**src/rtl/bullet_pkg.sv**
```systemverilog
// -----------------------------------------------------------------------------
// bullet_pkg
// Shared definitions for the bullet subsystem: direction command codes, the
// per-player fire channel state encoding, playfield size and a small helper
// that tells a real joystick direction apart from neutral/illegal codes.
// No ports (package).
// -----------------------------------------------------------------------------
package bullet_pkg;

    typedef logic [2:0] dir_t;

    localparam dir_t NEUTRAL = 3'd0;
    localparam dir_t RIGHT   = 3'd1;
    localparam dir_t LEFT    = 3'd2;
    localparam dir_t UP      = 3'd3;
    localparam dir_t DOWN    = 3'd4;

    typedef enum logic [1:0] {
        IDLE,
        ARMED,
        COOLDOWN
    } chan_state_t;

    localparam int BOX_DIM = 90;

    // True only for the four codes a bullet can actually travel in.
    function automatic logic is_move(input dir_t d);
        return (d >= RIGHT) && (d <= DOWN);
    endfunction

endpackage

```
**src/rtl/fire_ctrl_if.sv**
```systemverilog
// -----------------------------------------------------------------------------
// fire_ctrl_if
// Frame-domain signal bundle between the input synchronisers / bullet manager
// (master side) and fire_ctrl (slave side).
//   master drives : nf_in, fire_in, b/c/d_dir_in, dead_in
//   slave drives  : b/c/d_bullet_out, ready_out, frozen_out, b/c/d_hits_out
// -----------------------------------------------------------------------------
interface fire_ctrl_if;
    import bullet_pkg::*;

    logic       nf_in;
    logic [2:0] fire_in;
    dir_t       b_dir_in;
    dir_t       c_dir_in;
    dir_t       d_dir_in;
    logic [1:0] dead_in;

    dir_t       b_bullet_out;
    dir_t       c_bullet_out;
    dir_t       d_bullet_out;
    logic [2:0] ready_out;
    logic       frozen_out;
    logic [3:0] b_hits_out;
    logic [3:0] c_hits_out;
    logic [3:0] d_hits_out;

    modport master (
        output nf_in, fire_in, b_dir_in, c_dir_in, d_dir_in, dead_in,
        input  b_bullet_out, c_bullet_out, d_bullet_out,
        input  ready_out, frozen_out, b_hits_out, c_hits_out, d_hits_out
    );

    modport slave (
        input  nf_in, fire_in, b_dir_in, c_dir_in, d_dir_in, dead_in,
        output b_bullet_out, c_bullet_out, d_bullet_out,
        output ready_out, frozen_out, b_hits_out, c_hits_out, d_hits_out
    );

endinterface

```
**src/rtl/fire_channel.sv**
```systemverilog
// -----------------------------------------------------------------------------
// fire_channel
// One player's fire path: facing register, fire-button edge detector, pending
// press flag, IDLE/ARMED/COOLDOWN state machine and refire cooldown counter.
// Ports:
//   clk_in, rst_in  : clock, asynchronous active-low reset
//   nf_in           : new-frame strobe (one cycle)
//   fire_in         : synchronised fire button
//   dir_in          : joystick direction code
//   frozen          : freeze counter currently nonzero (blocks new shots)
//   frozen_next     : freeze counter will be nonzero after this edge
//   flush           : hit on this frame; return to IDLE, drop everything
//   bullet_out      : registered direction command, one frame per shot
//   ready_out       : registered "IDLE and not frozen"
// -----------------------------------------------------------------------------
module fire_channel
    import bullet_pkg::*;
#(
    parameter int   COOLDOWN_FRAMES = 4,
    parameter dir_t RESET_FACING    = RIGHT
) (
    input  logic clk_in,
    input  logic rst_in,
    input  logic nf_in,
    input  logic fire_in,
    input  dir_t dir_in,
    input  logic frozen,
    input  logic frozen_next,
    input  logic flush,
    output dir_t bullet_out,
    output logic ready_out
);

    chan_state_t state;
    dir_t        facing;
    logic        fire_q;
    logic        pending;
    logic [7:0]  cnt;
    logic        fire_edge;

    assign fire_edge = fire_in && !fire_q;

    // NOTE: every register below is written with <= so all of them update
    // from the same pre-edge values, whatever order the statements are in.
    always_ff @(posedge clk_in or negedge rst_in) begin
        if (!rst_in) begin
            state      <= IDLE;
            facing     <= RESET_FACING;
            fire_q     <= 1'b0;
            pending    <= 1'b0;
            cnt        <= 8'd0;
            bullet_out <= NEUTRAL;
            ready_out  <= 1'b1;
        end else begin
            fire_q <= fire_in;
            if (is_move(dir_in)) begin
                facing <= dir_in;
            end

            if (nf_in) begin
                pending <= 1'b0;
                if (flush) begin
                    state      <= IDLE;
                    bullet_out <= NEUTRAL;
                    cnt        <= 8'd0;
                    ready_out  <= !frozen_next;
                end else begin
                    case (state)
                        IDLE: begin
                            // A press latched earlier in the frame or one
                            // arriving on the tick itself both fire now.
                            if (!frozen && (pending || fire_edge)) begin
                                state      <= ARMED;
                                bullet_out <= facing;
                                ready_out  <= 1'b0;
                            end else begin
                                ready_out  <= !frozen_next;
                            end
                        end
                        ARMED: begin
                            state      <= COOLDOWN;
                            bullet_out <= NEUTRAL;
                            cnt        <= 8'(COOLDOWN_FRAMES);
                            ready_out  <= 1'b0;
                        end
                        COOLDOWN: begin
                            // Leaving cooldown takes the whole tick; a press
                            // is only accepted from the next frame on.
                            if (cnt == 8'd1) begin
                                state     <= IDLE;
                                cnt       <= 8'd0;
                                ready_out <= !frozen_next;
                            end else begin
                                cnt       <= cnt - 8'd1;
                                ready_out <= 1'b0;
                            end
                        end
                        default: begin
                            state      <= IDLE;
                            bullet_out <= NEUTRAL;
                            cnt        <= 8'd0;
                            ready_out  <= !frozen_next;
                        end
                    endcase
                end
            end else if (fire_edge && (state == IDLE) && !frozen) begin
                // Presses while busy or frozen are dropped, never queued.
                pending <= 1'b1;
            end
        end
    end

endmodule

```
**src/rtl/fire_ctrl.sv**
```systemverilog
// -----------------------------------------------------------------------------
// fire_ctrl
// Turns per-player fire buttons and joystick directions into one-frame bullet
// direction commands for the bullet manager, with per-player refire cooldown.
// A hit reported by the manager (dead_in) flushes all channels, freezes firing
// for FREEZE_FRAMES frames and bumps the victim's saturating hit counter.
// Ports:
//   clk_in, rst_in : clock, asynchronous active-low reset
//   bus (slave)    : nf_in, fire_in, b/c/d_dir_in, dead_in in;
//                    b/c/d_bullet_out, ready_out, frozen_out, b/c/d_hits_out out
// -----------------------------------------------------------------------------
module fire_ctrl
    import bullet_pkg::*;
#(
    parameter int COOLDOWN_FRAMES = 4,
    parameter int FREEZE_FRAMES   = 8
) (
    input  logic        clk_in,
    input  logic        rst_in,
    fire_ctrl_if.slave  bus
);

    logic [7:0] freeze_cnt;
    logic       frozen;
    logic       frozen_next;
    logic       frozen_q;
    logic       hit;
    logic [3:0] hits [3];
    logic [2:0] ready;
    dir_t       b_bullet;
    dir_t       c_bullet;
    dir_t       d_bullet;

    assign hit    = bus.nf_in && (bus.dead_in != 2'd0);
    assign frozen = (freeze_cnt != 8'd0);

    // Channels need the post-edge freeze state so their ready flags switch on
    // the same edge as the freeze counter.
    // NOTE: default assignment first keeps this purely combinational.
    always_comb begin
        frozen_next = frozen;
        if (hit) begin
            frozen_next = 1'b1;
        end else if (bus.nf_in && frozen) begin
            frozen_next = (freeze_cnt != 8'd1);
        end
    end

    // NOTE: the hit counters are architectural outputs, so the array is
    // reset like any other register rather than left as uninitialised storage.
    always_ff @(posedge clk_in or negedge rst_in) begin
        if (!rst_in) begin
            freeze_cnt <= 8'd0;
            frozen_q   <= 1'b0;
            for (int i = 0; i < 3; i++) begin
                hits[i] <= 4'd0;
            end
        end else begin
            frozen_q <= frozen_next;
            if (hit) begin
                // A hit during an active freeze restarts the full interval.
                freeze_cnt <= 8'(FREEZE_FRAMES);
                for (int i = 0; i < 3; i++) begin
                    if ((bus.dead_in == 2'(i + 1)) && (hits[i] != 4'hf)) begin
                        hits[i] <= hits[i] + 4'd1;
                    end
                end
            end else if (bus.nf_in && frozen) begin
                freeze_cnt <= freeze_cnt - 8'd1;
            end
        end
    end

    fire_channel #(.COOLDOWN_FRAMES(COOLDOWN_FRAMES), .RESET_FACING(RIGHT)) u_chan_b (
        .clk_in      (clk_in),
        .rst_in      (rst_in),
        .nf_in       (bus.nf_in),
        .fire_in     (bus.fire_in[0]),
        .dir_in      (bus.b_dir_in),
        .frozen      (frozen),
        .frozen_next (frozen_next),
        .flush       (hit),
        .bullet_out  (b_bullet),
        .ready_out   (ready[0])
    );

    fire_channel #(.COOLDOWN_FRAMES(COOLDOWN_FRAMES), .RESET_FACING(LEFT)) u_chan_c (
        .clk_in      (clk_in),
        .rst_in      (rst_in),
        .nf_in       (bus.nf_in),
        .fire_in     (bus.fire_in[1]),
        .dir_in      (bus.c_dir_in),
        .frozen      (frozen),
        .frozen_next (frozen_next),
        .flush       (hit),
        .bullet_out  (c_bullet),
        .ready_out   (ready[1])
    );

    fire_channel #(.COOLDOWN_FRAMES(COOLDOWN_FRAMES), .RESET_FACING(DOWN)) u_chan_d (
        .clk_in      (clk_in),
        .rst_in      (rst_in),
        .nf_in       (bus.nf_in),
        .fire_in     (bus.fire_in[2]),
        .dir_in      (bus.d_dir_in),
        .frozen      (frozen),
        .frozen_next (frozen_next),
        .flush       (hit),
        .bullet_out  (d_bullet),
        .ready_out   (ready[2])
    );

    assign bus.b_bullet_out = b_bullet;
    assign bus.c_bullet_out = c_bullet;
    assign bus.d_bullet_out = d_bullet;
    assign bus.ready_out    = ready;
    assign bus.frozen_out   = frozen_q;
    assign bus.b_hits_out   = hits[0];
    assign bus.c_hits_out   = hits[1];
    assign bus.d_hits_out   = hits[2];

endmodule

```
**src/flat_wrapper.sv**
```systemverilog
// flat-port wrapper written by rule: the top's interface ports become plain ports
module fire_ctrl_flat import bullet_pkg::*;
#(
    parameter int COOLDOWN_FRAMES = 4,
    parameter int FREEZE_FRAMES   = 8
)
  (clk_in, rst_in, bus_nf_in, bus_fire_in, bus_b_dir_in, bus_c_dir_in, bus_d_dir_in, bus_dead_in, bus_b_bullet_out, bus_c_bullet_out, bus_d_bullet_out, bus_ready_out, bus_frozen_out, bus_b_hits_out, bus_c_hits_out, bus_d_hits_out);
  fire_ctrl_if bus_i ();
  input  logic clk_in;
  input  logic rst_in;
  input wire logic [$bits(bus_i.nf_in)-1:0] bus_nf_in;
  input wire logic [$bits(bus_i.fire_in)-1:0] bus_fire_in;
  input wire logic [$bits(bus_i.b_dir_in)-1:0] bus_b_dir_in;
  input wire logic [$bits(bus_i.c_dir_in)-1:0] bus_c_dir_in;
  input wire logic [$bits(bus_i.d_dir_in)-1:0] bus_d_dir_in;
  input wire logic [$bits(bus_i.dead_in)-1:0] bus_dead_in;
  output wire logic [$bits(bus_i.b_bullet_out)-1:0] bus_b_bullet_out;
  output wire logic [$bits(bus_i.c_bullet_out)-1:0] bus_c_bullet_out;
  output wire logic [$bits(bus_i.d_bullet_out)-1:0] bus_d_bullet_out;
  output wire logic [$bits(bus_i.ready_out)-1:0] bus_ready_out;
  output wire logic [$bits(bus_i.frozen_out)-1:0] bus_frozen_out;
  output wire logic [$bits(bus_i.b_hits_out)-1:0] bus_b_hits_out;
  output wire logic [$bits(bus_i.c_hits_out)-1:0] bus_c_hits_out;
  output wire logic [$bits(bus_i.d_hits_out)-1:0] bus_d_hits_out;
  assign bus_i.nf_in = bus_nf_in;
  assign bus_i.fire_in = bus_fire_in;
  assign bus_i.b_dir_in = bus_b_dir_in;
  assign bus_i.c_dir_in = bus_c_dir_in;
  assign bus_i.d_dir_in = bus_d_dir_in;
  assign bus_i.dead_in = bus_dead_in;
  assign bus_b_bullet_out = bus_i.b_bullet_out;
  assign bus_c_bullet_out = bus_i.c_bullet_out;
  assign bus_d_bullet_out = bus_i.d_bullet_out;
  assign bus_ready_out = bus_i.ready_out;
  assign bus_frozen_out = bus_i.frozen_out;
  assign bus_b_hits_out = bus_i.b_hits_out;
  assign bus_c_hits_out = bus_i.c_hits_out;
  assign bus_d_hits_out = bus_i.d_hits_out;
  fire_ctrl #(.COOLDOWN_FRAMES(COOLDOWN_FRAMES), .FREEZE_FRAMES(FREEZE_FRAMES)) u_core (.clk_in(clk_in), .rst_in(rst_in), .bus(bus_i));
endmodule
```
**config.mk**
```make
export PLATFORM = sky130hd
export DESIGN_NAME = fire_ctrl_flat
export DESIGN_NICKNAME = d
export VERILOG_FILES = /design/src/rtl/bullet_pkg.sv /design/src/rtl/fire_ctrl_if.sv /design/src/rtl/fire_channel.sv /design/src/rtl/fire_ctrl.sv /design/src/flat_wrapper.sv
export SDC_FILE = /design/constraint.sdc
export NUM_CORES = 1
export LEC_CHECK = 0
export CORE_MARGIN = 3
export CORE_UTILIZATION = 58
export CTS_CLUSTER_DIAMETER = 120
export DETAILED_ROUTE_END_ITERATION = 12
export PLACE_DENSITY = 0.86
export SLEW_MARGIN = 20
export SYNTH_ARGS = -nofsm -noshare
export SYNTH_HDL_FRONTEND = slang
export SYNTH_HIERARCHICAL = 1
export SYNTH_SLANG_ARGS = --single-unit
```
**constraint.sdc**
```tcl
create_clock -name clk_in -period 2.6 [get_ports clk_in]
set_input_delay 0.26 -clock clk_in [delete_from_list [all_inputs] [get_ports clk_in]]
set_output_delay 0.26 -clock clk_in [all_outputs]
set_load 0.005 [all_outputs]
```
==> flow_summary.toml <==
[grt]
grt_pass1_wl_um = 16500
grt.total_usage = 0.236
antenna_found_initial = 0
globalRouteOverflowTotal = 0
grt_max_degree = 79
first_global_vias = 3662

[logic_synthesis]
synth_top_cell_by_area = "dfrtp_1"
async_flop_share = 1.00
ys_types = 45
ys_seq_area_frac = 0.445
synth_area_um2 = 4400
synth_enable_flop_cells = 0
postSynthAreaPerCell_um2 = 9.70
synth_seq_cells = 78
ys.flop_type = "dfrtp_1"
yosys_warnings = 6
syn-num-nets = 498
synth_top_area_share = 0.409
synthCells = 454
synth.area.top_cells = "dfrtp_1 (41%), ha_1 (7.7%), xor2_1 (4.2%), dfstp_2 (3.6%), inv_1 (3.4%)"

[floorplanning]
io_pins = 42
core_area_um2 = 7290
initial_core_util = 0.604
die_h_um = 93.1
die_x_um = 93.1
row_count = 31
die-area_um2 = 8680

[setup_path]
r2r_end = "u_core/u_chan_c/bullet_out[0]"
critPathLaunchType = "register"
crit_type = "register to register"
cp-end-kind = "register"
worstReg2RegStart = "u_core/freeze_cnt[3]"
cp.required_ns = 2.85
reg2reg_slack_ns = 0.12
worstRegToRegCells = 8
crit_fanout = 6
worst_ep_arrival_time_ns = 2.72

[routing]
drtIter0Drc = 155
via_per_inst = 5.95
drc = 0
vias = 3644
routed_wl_um = 9440
ant_nets = 0
wl_per_cell_um = 15.4
drtPass1Iterations = 4

[clocking]
postCtsHoldBufs = 0
tritoncts = "built"
clkLatencyLatePin_ns = 0.36
max-clock-path-buffers = 2
root_buffer = "clkbuf_8"
cts-htree-levels = 3
clkTransAtPathRegs_ns = 0.08
postCtsSetupRepairBufs = 0
cts.sinks = 78
cts_made_buffers = 9
cts_resized = 0

[sta]
tightest_slew_ns = 0.969
fmax_mhz = 403
fin_crit_ns = 2.48
report.final.hold_viol_count = 0
rsz0062_at_grt = "yes"
fin_ws_ns = 0.122
final-setup-viol-count = 0
period_share = 0.953
relSlewSlack = 0.354
maxSlewViolCount = 0
skew_ns = 0.00891

[placement]
portBuffers = 41
gp_congestion = 0.891
hpwl_um = 6470
pre_cts_slack_ns = 0.143

[final_layout]
nFillCells = 549
drive_above_1_share = 0.113
final_common_cell = "dfrtp_1"
fin_util = 0.714
syn2layout_area_growth_pct = 18.2
final_nets = 552
mostFrequentLayoutCells = "dfrtp_1 (72), clkdlybuf4s50_1 (40), inv_1 (40)"
n_antenna_cell = 0

[flow_run]
drv_cap = 0

[power]
p_total_mw = 5.13
ir_drop_mv = 0.551
leakage_nw = 2.21
power_density_nw_per_um2 = 986

[min_path]
min_path_type = "input pin to asynchronous set/reset pin"

[outcome]
status = "complete, no violations"
==> routing by layer <==
layer | vias to the layer above | GRT usage | wire length [um]
met4 | 0 | 0.122 | 305
met2 | 99 | 0.386 | 4700
met3 | 33 | 0.0442 | 337
met1 | 1779 | 0.299 | 4100
li1 | 1733 | - | -
met5 | - | 0 | 0
==> where the power goes <==
group	switching, mW	internal, mW	total [mW]	leakage, nW
Combinational	1.09	1.06	2.14	1.13
Clock	0.472	0.474	0.946	0.0951
Sequential	0.438	1.60	2.04	0.984
Total	2.00	3.13	5.13	2.21
==> stage by stage <==
step | hold WS (ns) | std cells | area (um^2) | TNS (ns)
6_report | 0.0323 | 612 | 5200 | 0
5_1_grt | 0.121 | 612 | 5200 | -0.107
4_1_cts | 0.0908 | 612 | 5190 | 0
3_5_place_dp | 0.475 | 596 | 4990 | 0
3_3_place_gp | 0.470 | 596 | 4990 | 0
2_1_floorplan | -0.0356 | 454 | 4400 | 0
==> critical path, stage by stage, from the launching register on <==
cell	delay, ns
dfrtp_1	0.42
or3_4	0.42
or3_1	0.35
nor2_1	0.13
nand2_1	0.15
nor2b_1	0.22
o21a_1	0.19
o21ai_0	0.18
o311ai_0	0.33
==> state kept, by name (all words and copies together) (netlist names), 4 cells and up <==
register               flops
u_core/freeze_cnt          8
u_core/u_chan_b/cnt        8
u_core/u_chan_c/cnt        8
u_core/u_chan_d/cnt        8
u_core/bus.b_hits_out      4
u_core/bus.c_hits_out      4
u_core/bus.d_hits_out      4
==> kinds of logic after synthesis <==
group	after synthesis	synth area share
buffers and inverters	49	0.0435
and+or+nand+nor	163	0.206
DFF	78	0.445
muxes	4	0.00994
AOI/OAI and AO/OA	107	0.167
xor gates and xnor gates	26	0.0517
adders and majority gates	27	0.0767
==> layout make-up <==
cell class / count / area, um^2 / share of cell area
Clock buffer: 10 / 138 / 0.0264
Clock inverter: 6 / 70.1 / 0.0135
Inverter: 41 / 154 / 0.0296
Multi-Input combinational cell: 327 / 2260 / 0.435
Sequential cell: 78 / 1960 / 0.376
Tap cell: 99 / 124 / 0.0238
Timing Repair Buffer: 51 / 495 / 0.0952
==> synthesized netlist by cell type (2+ instances only) <==
cell,count
a22o_2,3
a41oi_1,3
nor4_4,3
mux2_2,3
nor3b_1,5
o211ai_1,3
a21oi_1,21
a311o_1,4
nand2b_1,7
dfrtp_1,72
a2111oi_2,3
dfstp_2,6
nand3b_1,7
nand2_1,25
o22ai_1,3
xnor2_1,5
nor3_1,11
a31oi_1,13
clkbuf_1,2
a311o_2,3
nand4_1,14
nand3_1,25
a211oi_1,2
and2_1,3
ha_1,27
a21boi_2,3
o21ai_0,27
clkbuf_2,3
buf_2,3
o21ai_1,3
o21a_1,4
xor2_1,21
or3_1,4
o311ai_0,9
nor2_1,33
nor2b_1,23
inv_1,40
==> how the worst max path moves through the flow <==
stage,startpoint,endpoint,cells past startpoint
floorplan,bus_dead_in[1],u_core/u_chan_b/state[1],7
global placement,u_core/freeze_cnt[3],u_core/u_chan_c/state[1],8
detailed placement,u_core/freeze_cnt[3],u_core/u_chan_b/state[1],8
CTS,u_core/freeze_cnt[3],u_core/u_chan_c/bullet_out[1],8
global route,u_core/freeze_cnt[3],u_core/u_chan_c/bullet_out[0],8
finish,u_core/freeze_cnt[3],u_core/u_chan_c/bullet_out[0],8
Note: power is estimated with default switching activity, not from simulation.
